`src/rtl/store_write_buffer.sv`:
```
// store_write_buffer: posted-store FIFO between the MEM-stage store port and data memory.
// Drains over req/ack, forwards exact full-word hits to loads, and supports a fence drain.
module store_write_buffer #(
  parameter int DEPTH = 4,
  parameter int AW    = 32,
  parameter int DW    = 32
) (
  input  logic                     clk,
  input  logic                     reset,
  input  logic                     i_st_valid,
  input  logic [AW-1:0]            i_st_addr,
  input  logic [DW-1:0]            i_st_data,
  input  logic [DW/8-1:0]          i_st_be,
  output logic                     o_st_stall,
  input  logic [AW-1:0]            i_ld_addr,
  output logic                     o_ld_hit,
  output logic [DW-1:0]            o_ld_data,
  output logic                     o_ld_conflict,
  output logic                     o_mem_req,
  output logic [AW-1:0]            o_mem_addr,
  output logic [DW-1:0]            o_mem_data,
  output logic [DW/8-1:0]          o_mem_be,
  input  logic                     i_mem_ack,
  input  logic                     i_fence,
  output logic                     o_fence_done,
  output logic [$clog2(DEPTH):0]   o_count
);

  localparam int BW = DW / 8;
  localparam int PW = $clog2(DEPTH);
  localparam int CW = PW + 1;
  localparam int WW = AW - 2;

  typedef enum logic [1:0] {
    S_RUN,
    S_DRAIN,
    S_DONE
  } state_t;

  state_t state_q, state_d;

  logic [WW-1:0] addr_q [DEPTH];
  logic [DW-1:0] data_q [DEPTH];
  logic [BW-1:0] be_q   [DEPTH];

  logic [PW-1:0] wr_ptr, rd_ptr;
  logic [CW-1:0] count;
  logic          full, push, pop;

  logic          match;
  logic [DW-1:0] m_data;
  logic [BW-1:0] m_be;
  logic [PW-1:0] idx;

  // Byte offsets are irrelevant: everything is word granular.
  logic unused_addr_bits;
  assign unused_addr_bits = ^{i_st_addr[1:0], i_ld_addr[1:0]};

  assign full       = (count == CW'(DEPTH));
  assign o_st_stall = full || (state_q != S_RUN);
  assign push       = i_st_valid && !o_st_stall;
  assign o_mem_req  = (count != '0);
  assign pop        = o_mem_req && i_mem_ack;

  assign o_mem_addr = {addr_q[rd_ptr], 2'b00};
  assign o_mem_data = data_q[rd_ptr];
  assign o_mem_be   = be_q[rd_ptr];
  assign o_count    = count;

  // Entry storage; payload is not reset, validity comes from count.
  always_ff @(posedge clk) begin
    if (push) begin
      addr_q[wr_ptr] <= i_st_addr[AW-1:2];
      data_q[wr_ptr] <= i_st_data;
      be_q[wr_ptr]   <= i_st_be;
    end
  end

  // Pointer and occupancy bookkeeping; reset drops all queued stores.
  always_ff @(posedge clk) begin
    if (reset) begin
      wr_ptr <= '0;
      rd_ptr <= '0;
      count  <= '0;
    end else begin
      if (push) wr_ptr <= wr_ptr + 1'b1;
      if (pop)  rd_ptr <= rd_ptr + 1'b1;
      count <= count + CW'(push) - CW'(pop);
    end
  end

  // Fence state register.
  always_ff @(posedge clk) begin
    if (reset) state_q <= S_RUN;
    else       state_q <= state_d;
  end

  // Fence next-state and done pulse.
  always_comb begin
    state_d      = state_q;
    o_fence_done = 1'b0;
    unique case (state_q)
      S_RUN: begin
        if (i_fence) state_d = (count == '0) ? S_DONE : S_DRAIN;
      end
      S_DRAIN: begin
        if (count == '0) state_d = S_DONE;
      end
      S_DONE: begin
        o_fence_done = 1'b1;
        state_d      = S_RUN;
      end
      default: state_d = S_RUN;
    endcase
  end

  // Load lookup: walk oldest to youngest so the youngest match wins.
  always_comb begin
    match  = 1'b0;
    m_data = '0;
    m_be   = '0;
    idx    = '0;
    for (int k = 0; k < DEPTH; k++) begin
      idx = rd_ptr + PW'(k);
      if ((CW'(k) < count) &&
          (addr_q[idx] == i_ld_addr[AW-1:2])) begin
        match  = 1'b1;
        m_data = data_q[idx];
        m_be   = be_q[idx];
      end
    end
  end

  assign o_ld_hit      = match && (&m_be);
  assign o_ld_conflict = match && !(&m_be);
  assign o_ld_data     = o_ld_hit ? m_data : '0;

endmodule

```
`config.mk`:
```
export PLATFORM = sky130hd
export DESIGN_NAME = store_write_buffer
export DESIGN_NICKNAME = d
export VERILOG_FILES = /design/src/rtl/store_write_buffer.sv
export SDC_FILE = /design/constraint.sdc
export NUM_CORES = 1
export LEC_CHECK = 0
export CAP_MARGIN = 30
export CELL_PAD_IN_SITES_DETAIL_PLACEMENT = 1
export CELL_PAD_IN_SITES_GLOBAL_PLACEMENT = 2
export CORE_MARGIN = 2
export CORE_UTILIZATION = 40
export DETAILED_ROUTE_END_ITERATION = 10
export GPL_ROUTABILITY_DRIVEN = 0
export PLACE_DENSITY_LB_ADDON = 0.1
export SLEW_MARGIN = 10
export SYNTH_ARGS = -nofsm -noshare
export SYNTH_HDL_FRONTEND = slang
export SYNTH_SLANG_ARGS = --single-unit
```
`constraint.sdc`:
```
create_clock -name clk -period 4.83 [get_ports clk]
set_input_delay 0.7245 -clock clk [delete_from_list [all_inputs] [get_ports clk]]
set_output_delay 0.7245 -clock clk [all_outputs]
set_load 0.01 [all_outputs]
```
After elaboration in Yosys (flattened, before gate mapping)
Memories as Yosys holds them, arrays and structs flattened. A register that Yosys moved wholly into a read port is not among the register bits.
Cells that the tools add are included.
{"block": "op_classes", "n_lt_le_gt_ge": 4, "muxes": 26, "n_eq_ne": 9, "n_addsub": 6, "n_reduce_logical": 17}
{"cell": "two-way mux 32 bit", "n": 5}
{"cell": "equality test 30 bit", "n": 4}
{"cell": "two-way mux 2 bit", "n": 9}
{"cell": "two-way mux 4 bit", "n": 4}
{"cell": "logical AND 1 bit", "n": 8}
{"cell": "two-way mux 1 bit", "n": 7}
{"cell": "< comparator 1 x 3 -> 1 bit (first input constant)", "n": 2}
{"cell": "< comparator 2 x 3 -> 1 bit (first input constant)", "n": 2}
{"cell": "adder 2 x 1 -> 2 bit (second input constant)", "n": 2}
{"cell": "adder 2 bit (second input constant)", "n": 2}
{"cell": "!= test 2 bit (second input constant)", "n": 2}
{"cell": "case mux 2 bit (2 select lines)", "n": 1}
{"cell": "AND reduction 4 bit", "n": 1}
{"cell": "adder 3 x 1 -> 3 bit", "n": 1}
{"cell": "equality test 3 bit (second input constant)", "n": 1}
{"cell": "logical NOT 3 bit", "n": 1}
{"cell": "nonzero test 3 bit", "n": 1}
{"cell": "subtractor 3 x 1 -> 3 bit", "n": 1}
{"cell": "equality test 2 x 1 -> 1 bit (second input constant)", "n": 1}
{"cell": "equality test 2 bit (second input constant)", "n": 1}
{"cell": "logical NOT 1 bit", "n": 2}
{"cell": "logical NOT 2 bit", "n": 1}
{"cell": "AND reduction 2 bit", "n": 1}
{"cell": "nonzero test 2 bit", "n": 1}
{"cell": "logical OR 1 bit", "n": 1}
{"block": "word_totals", "input_bits": 105, "mem_count": 3, "output_inout_bits": 108, "register_bits": 9, "word_cells": 69, "mem_bits_rw": 264}
{"memory": "data_q", "words": 4, "word_bits": 32, "read_ports": 4, "rd_ports_with_merged_regs": 1, "wr": 1, "line_no": "43", "rtl": "logic [DW-1:0] data_q [DEPTH];"}
{"memory": "addr_q", "words": 4, "word_bits": 30, "read_ports": 4, "rd_ports_with_merged_regs": 1, "wr": 1, "line_no": "42", "rtl": "logic [WW-1:0] addr_q [DEPTH];"}
{"memory": "be_q", "words": 4, "word_bits": 4, "read_ports": 4, "rd_ports_with_merged_regs": 1, "wr": 1, "line_no": "44", "rtl": "logic [BW-1:0] be_q [DEPTH];"}

Longest topological paths before layout
An unclocked memory read counts as a cell.
{"block": "depth", "ltp_word": 10, "ltp_mapped": 15, "ltp_nobuf": 11}

Least setup slack after synthesis
OpenSTA, ideal clock, no wires.
{"block": "synth_path", "path_kind": "flip-flop to output port", "from": "reg with a tool-made name", "to": "out o_ld_data[0]", "path_stages_with_launch": 13, "path_buffers": 5, "t_required_ns": 4.106, "setup_slack_ns": 0.619, "arrival_time_ns": 3.486, "path_cell_list": "dfxtp_1 > buf_2 > buf_2 > buf_2 > buf_1 > mux4_2 > xnor2_1 > nand4_1 > or4_4 > nor2b_1 > buf_4 > a211oi_1 > a2111oi_0"}
{"element": "end: declaration", "line_no": "17", "rtl": "output logic [DW-1:0] o_ld_data,"}

==> summary.md <==
| Metric | Value |
|---|---|
| Via count of the first global-routing pass | 13663 |
| Routed met1 length | around 25000 µm |
| Switching power of the nets | roughly 3.8 mW |
| Worst path arrival time | 4480 ps |
| Failing checks | negative setup slack |
| Final setup violating endpoints | 34 |
| Post-route clock period utilization | 108% |
| Layout Nets | ~1700 |
| Run status | finished, violations left |
| Peak Freq | about 190 MHz |
| CTS sink cnt | around 280 |
| Maximum capacitance violations | 0 |
| Number of cells traversed by the worst register-to-register path | 11 |
| Standard-cell rows | 75 |
| Origin of the worst min-delay path | state_q[1]$_SDFFE_PP0P_ |
| Post-layout util | a little under three fifths |
| FF-to-FF End | o_count[2]$_SDFF_PP0_ |
| Top routing layer in use | met5 |
| Number of enable-type register cells in the synthesized netlist | between 200 and 300 |
| Most numerous cell on the critical path | buf_12 |
| Clock-pin slew of the registers on the worst-case setup and hold paths | roughly 50 ps |
| Clock Tree Root | clkbuf_16 |
| Final count of hold timing violations | 0 |
| Sequential fraction of design power | between 20% and 30% |
| Layout cells sized above 1 | between 30% and 40% |
| Flops & latches, synth | ~280 |
| Vertical extent of the die | 210 µm |
| Power density relative to cell area | around 470 nW/µm² |
| Number of buffers on the longest clock path | 3 |
| Overflow left after global routing | 0 |
| Violation count after the first detailed-route iteration | approximately 860 |
| Routed len/inst | between 20 and 30 µm |
| Worst-path maximum fanout | 6 |
| Boundary pin count | 213 |
| H-tree Lvls | 2 |
| Global-route wire length before repair | roughly 85000 µm |
| Critical Path, Cell by Cell | buf_12 -> mux4_2 -> xnor2_2 -> buf_4 -> nand4_1 -> or4_4 -> or4_4 -> nor2b_4 -> buf_12 -> buf_16 -> buf_12 -> a211oi_4 -> a2111oi_4 -> buf_2 |
| Average vias per placed instance | approximately 6 |
| Hold depth | 1 |
| Vias after detailed routing | 12770 |
| All-layer global routing usage | approximately a quarter |
| Endpoint, Worst Hold | state_q[1]$_SDFFE_PP0P_ |
| Number of CTS-inserted buffers | 36 |
| Share of total power in the clock network | around a quarter |
| Multi-input gate area in the final layout | between 8000 and 9000 µm² |
| Floorplan die width | between 200 and 250 µm |
| Actual slew at the worst max-slew pin | 876 ps |
| Count of unique library cells instantiated by Yosys | 58 |
| Synthesis-to-layout area growth | 37.5% |
| Met2 wirelength from detailed routing | about 27000 µm |
| Combinational share of power | a little under half |
| Sequential cell area fraction in the yosys report | 47.9% |
| R2r startpoint | o_count[1]$_SDFF_PP0_ |
| First-pass detailed-route iteration total | 5 |
| Top library cells by usage in the layout, fill and taps aside | edfxtp_1, buf_4, clkdlybuf4s50_1 |
| Detail Placement HPWL | roughly 39000 µm |
| Internal power consumption | between 7 and 8 mW |
| Initial cell density of the core | ~40% |
| Worst setup SP type | flip-flop |
| R2R Setup Slk | roughly 2000 ps |
| Antenna violations before repair | 5 |
| Worst slack on hold paths | 494 ps |
| Netlist Area Pre-Place | between 15000 and 20000 µm² |
| Storage element area | 8160 µm² |
| RSZ-0062 raised after global routing | yes |
| Number of filler cells placed in the layout | 4107 |
| Ys flop type | edfxtp_1 |
| Synthesized area per cell | 14.0 µm² |
| WS Path Type | flip-flop to output pin |
| Maximum VDD drop | ~0.00033 V |
| Antenna-violating nets left | 0 |
| Setup slack of the critical path after layout | -372 ps |
| Clock latency of the later-clocked register in the worst-skew pair | ~570 ps |
| Switching share of power | 34.0% |
| Met3 WL post-DR | 3280 µm |
| Post-synth ARST share | 0% |
| Min Clock Period, post-route | roughly 5200 ps |
| Total detailed-routing wirelength | 56600 µm |
| Area enclosed by the die boundary | about 44000 µm² |
| # DRC | 0 |
| Rel. slew slack | between 40% and 50% |
| Pwr Total | 11.1 mW |
| Type of destination of the critical path | output pin |
| Slowest cell delay on critical path | 550 ps |
| Core region area | between 40000 and 50000 µm² |
| Port Buffers | a little over 200 |
| TritonCTS clock tree | done |
| Critical-path top delay cell | mux4_2 |
| Static Leakage | between 7 and 8 nW |
| Clock skew after layout | approximately 21 ps |
| Number of instances in the synthesized netlist | roughly 1200 |
| Largest net degree at the start of global routing | 67 |
| Tightest Hold Check Type | flip-flop to flip-flop |
| Critical path data required time | approximately 4000 ps |
| Most common library cell in the layout ignoring fill and taps | edfxtp_1 |
| Synthesis Warnings | 0 |
| Slew Viols, Final | 0 |
power by group through the flow:
stage | Clock [mW] | Sequential, mW | Combinational, mW
4_1_cts | 2.81 | 3.20 | 5.10
6_report | 2.76 | 3.20 | 5.11
3_5_place_dp | 0 | 3.26 | 4.93
3_3_place_gp | 0 | 3.24 | 4.87
5_1_grt | 2.90 | 3.23 | 5.47
2_1_floorplan | 0 | 3.18 | 2.87
metrics by stage:
step / TNS, ps / setup slack, ps / cells / instance area [µm²]
2_1_floorplan: 0 / 619 / 1219 / 17000
3_3_place_gp: -12360 / -620 / 2082 / 21300
3_5_place_dp: -12730 / -499 / 2083 / 21300
4_1_cts: -14630 / -526 / 2170 / 23200
5_1_grt: -13340 / -484 / 2182 / 23400
6_report: -9840 / -372 / 2184 / 23400
per-layer routing:
layer  vias to the layer above  GRT usage [%]
met4                         6           6.21
met3                        74           5.86
met1                      6696           35.6
met5                         -              0
li1                       5679              -
met2                       315           41.9
critical path, delay by kind of cell, from the launching register on:
family / cells / cell delay (ps)
buffers and inverters: 6 / 860
flip-flops: 1 / 440
AO/OA/AOI/OAI: 2 / 440
AND/OR/NAND/NOR: 4 / 1460
multiplexers: 1 / 550
XOR/XNOR: 1 / 160
worst max-delay path by stage:
stage | from | end | cells past startpoint
floorplan | flip-flop | o_ld_data[0] | 12
finish | flip-flop | o_ld_data[29] | 14
CTS | flip-flop | o_ld_data[15] | 13
global placement | i_ld_addr[27] | o_ld_data[1] | 12
detailed placement | i_ld_addr[27] | o_ld_data[1] | 12
global route | flip-flop | o_ld_data[3] | 14
Yosys cell counts, drive strengths merged, types with 2 or more instances:
library cell | instances | area share [%]
and2 | 5 | 0.18
a31oi | 4 | 0.15
nor2 | 86 | 1.9
nor4b | 3 | 0.15
nor3 | 8 | 0.24
mux2 | 40 | 2.6
a2bb2oi | 2 | 0.10
nor4 | 8 | 0.29
clkbuf | 54 | 1.2
and3 | 5 | 0.18
nand2 | 51 | 1.1
or4 | 2 | 0.11
nand4 | 26 | 0.96
mux4 | 135 | 18
o22ai | 5 | 0.18
nor2b | 4 | 0.15
a21oi | 9 | 0.26
xnor2 | 110 | 5.7
edfxtp | 264 | 47
inv | 16 | 0.35
o2111ai | 2 | 0.10
a31o | 2 | 0.10
xor2 | 6 | 0.31
mux2i | 112 | 6.6
a22oi | 3 | 0.13
o221ai | 2 | 0.10
o21ai | 43 | 1.3
a2111oi | 39 | 3.1
nand3 | 6 | 0.18
ha | 8 | 0.59
dfxtp | 11 | 1.3
a211oi | 68 | 3.0
buf | 61 | 1.9
flip-flops by register name, indices dropped and copies added (netlist names), named ones only:
name	flops
data_q	128
addr_q	120
be_q	16
o_count	3
rd_ptr	2
state_q	2
wr_ptr	2
layout make-up:
type	count	area share, %
Sequential cell	275	34.9
Clock inverter	25	1.25
Antenna cell	2	0.0214
Tap cell	539	2.88
Inverter	16	0.278
Timing Repair Buffer	473	19.0
Multi-Input combinational cell	813	37.7
Clock buffer	41	4.02
kinds of logic (layout without fill, tap and decap cells):
group	after synthesis	in the layout	synth area share [%]
XOR/XNOR	116	116	5.97
flip-flops	275	275	47.9
adder cells (fa/ha/maj)	9	9	0.706
AO/OA/AOI/OAI	191	191	9.17
buffers and inverters	131	555	3.47
multiplexers	287	287	27.1
AND/OR/NAND/NOR	208	208	5.67
other	1	4	0.0220
repair_timing:
| item | 4_1_cts | 5_1_grt |
|---|---|---|
| gates cloned | 6 | 1 |
| resized for setup | 203 | 33 |
| pin swaps | 30 | 14 |
| buffers inserted | 15 | 15 |
| endpoints found under the setup margin | 34 | 34 |
| hold buffers | 0 | 0 |
| hold endpoints to repair | 0 | 0 |
No activity file was read; power rests on OpenSTA's default activity.
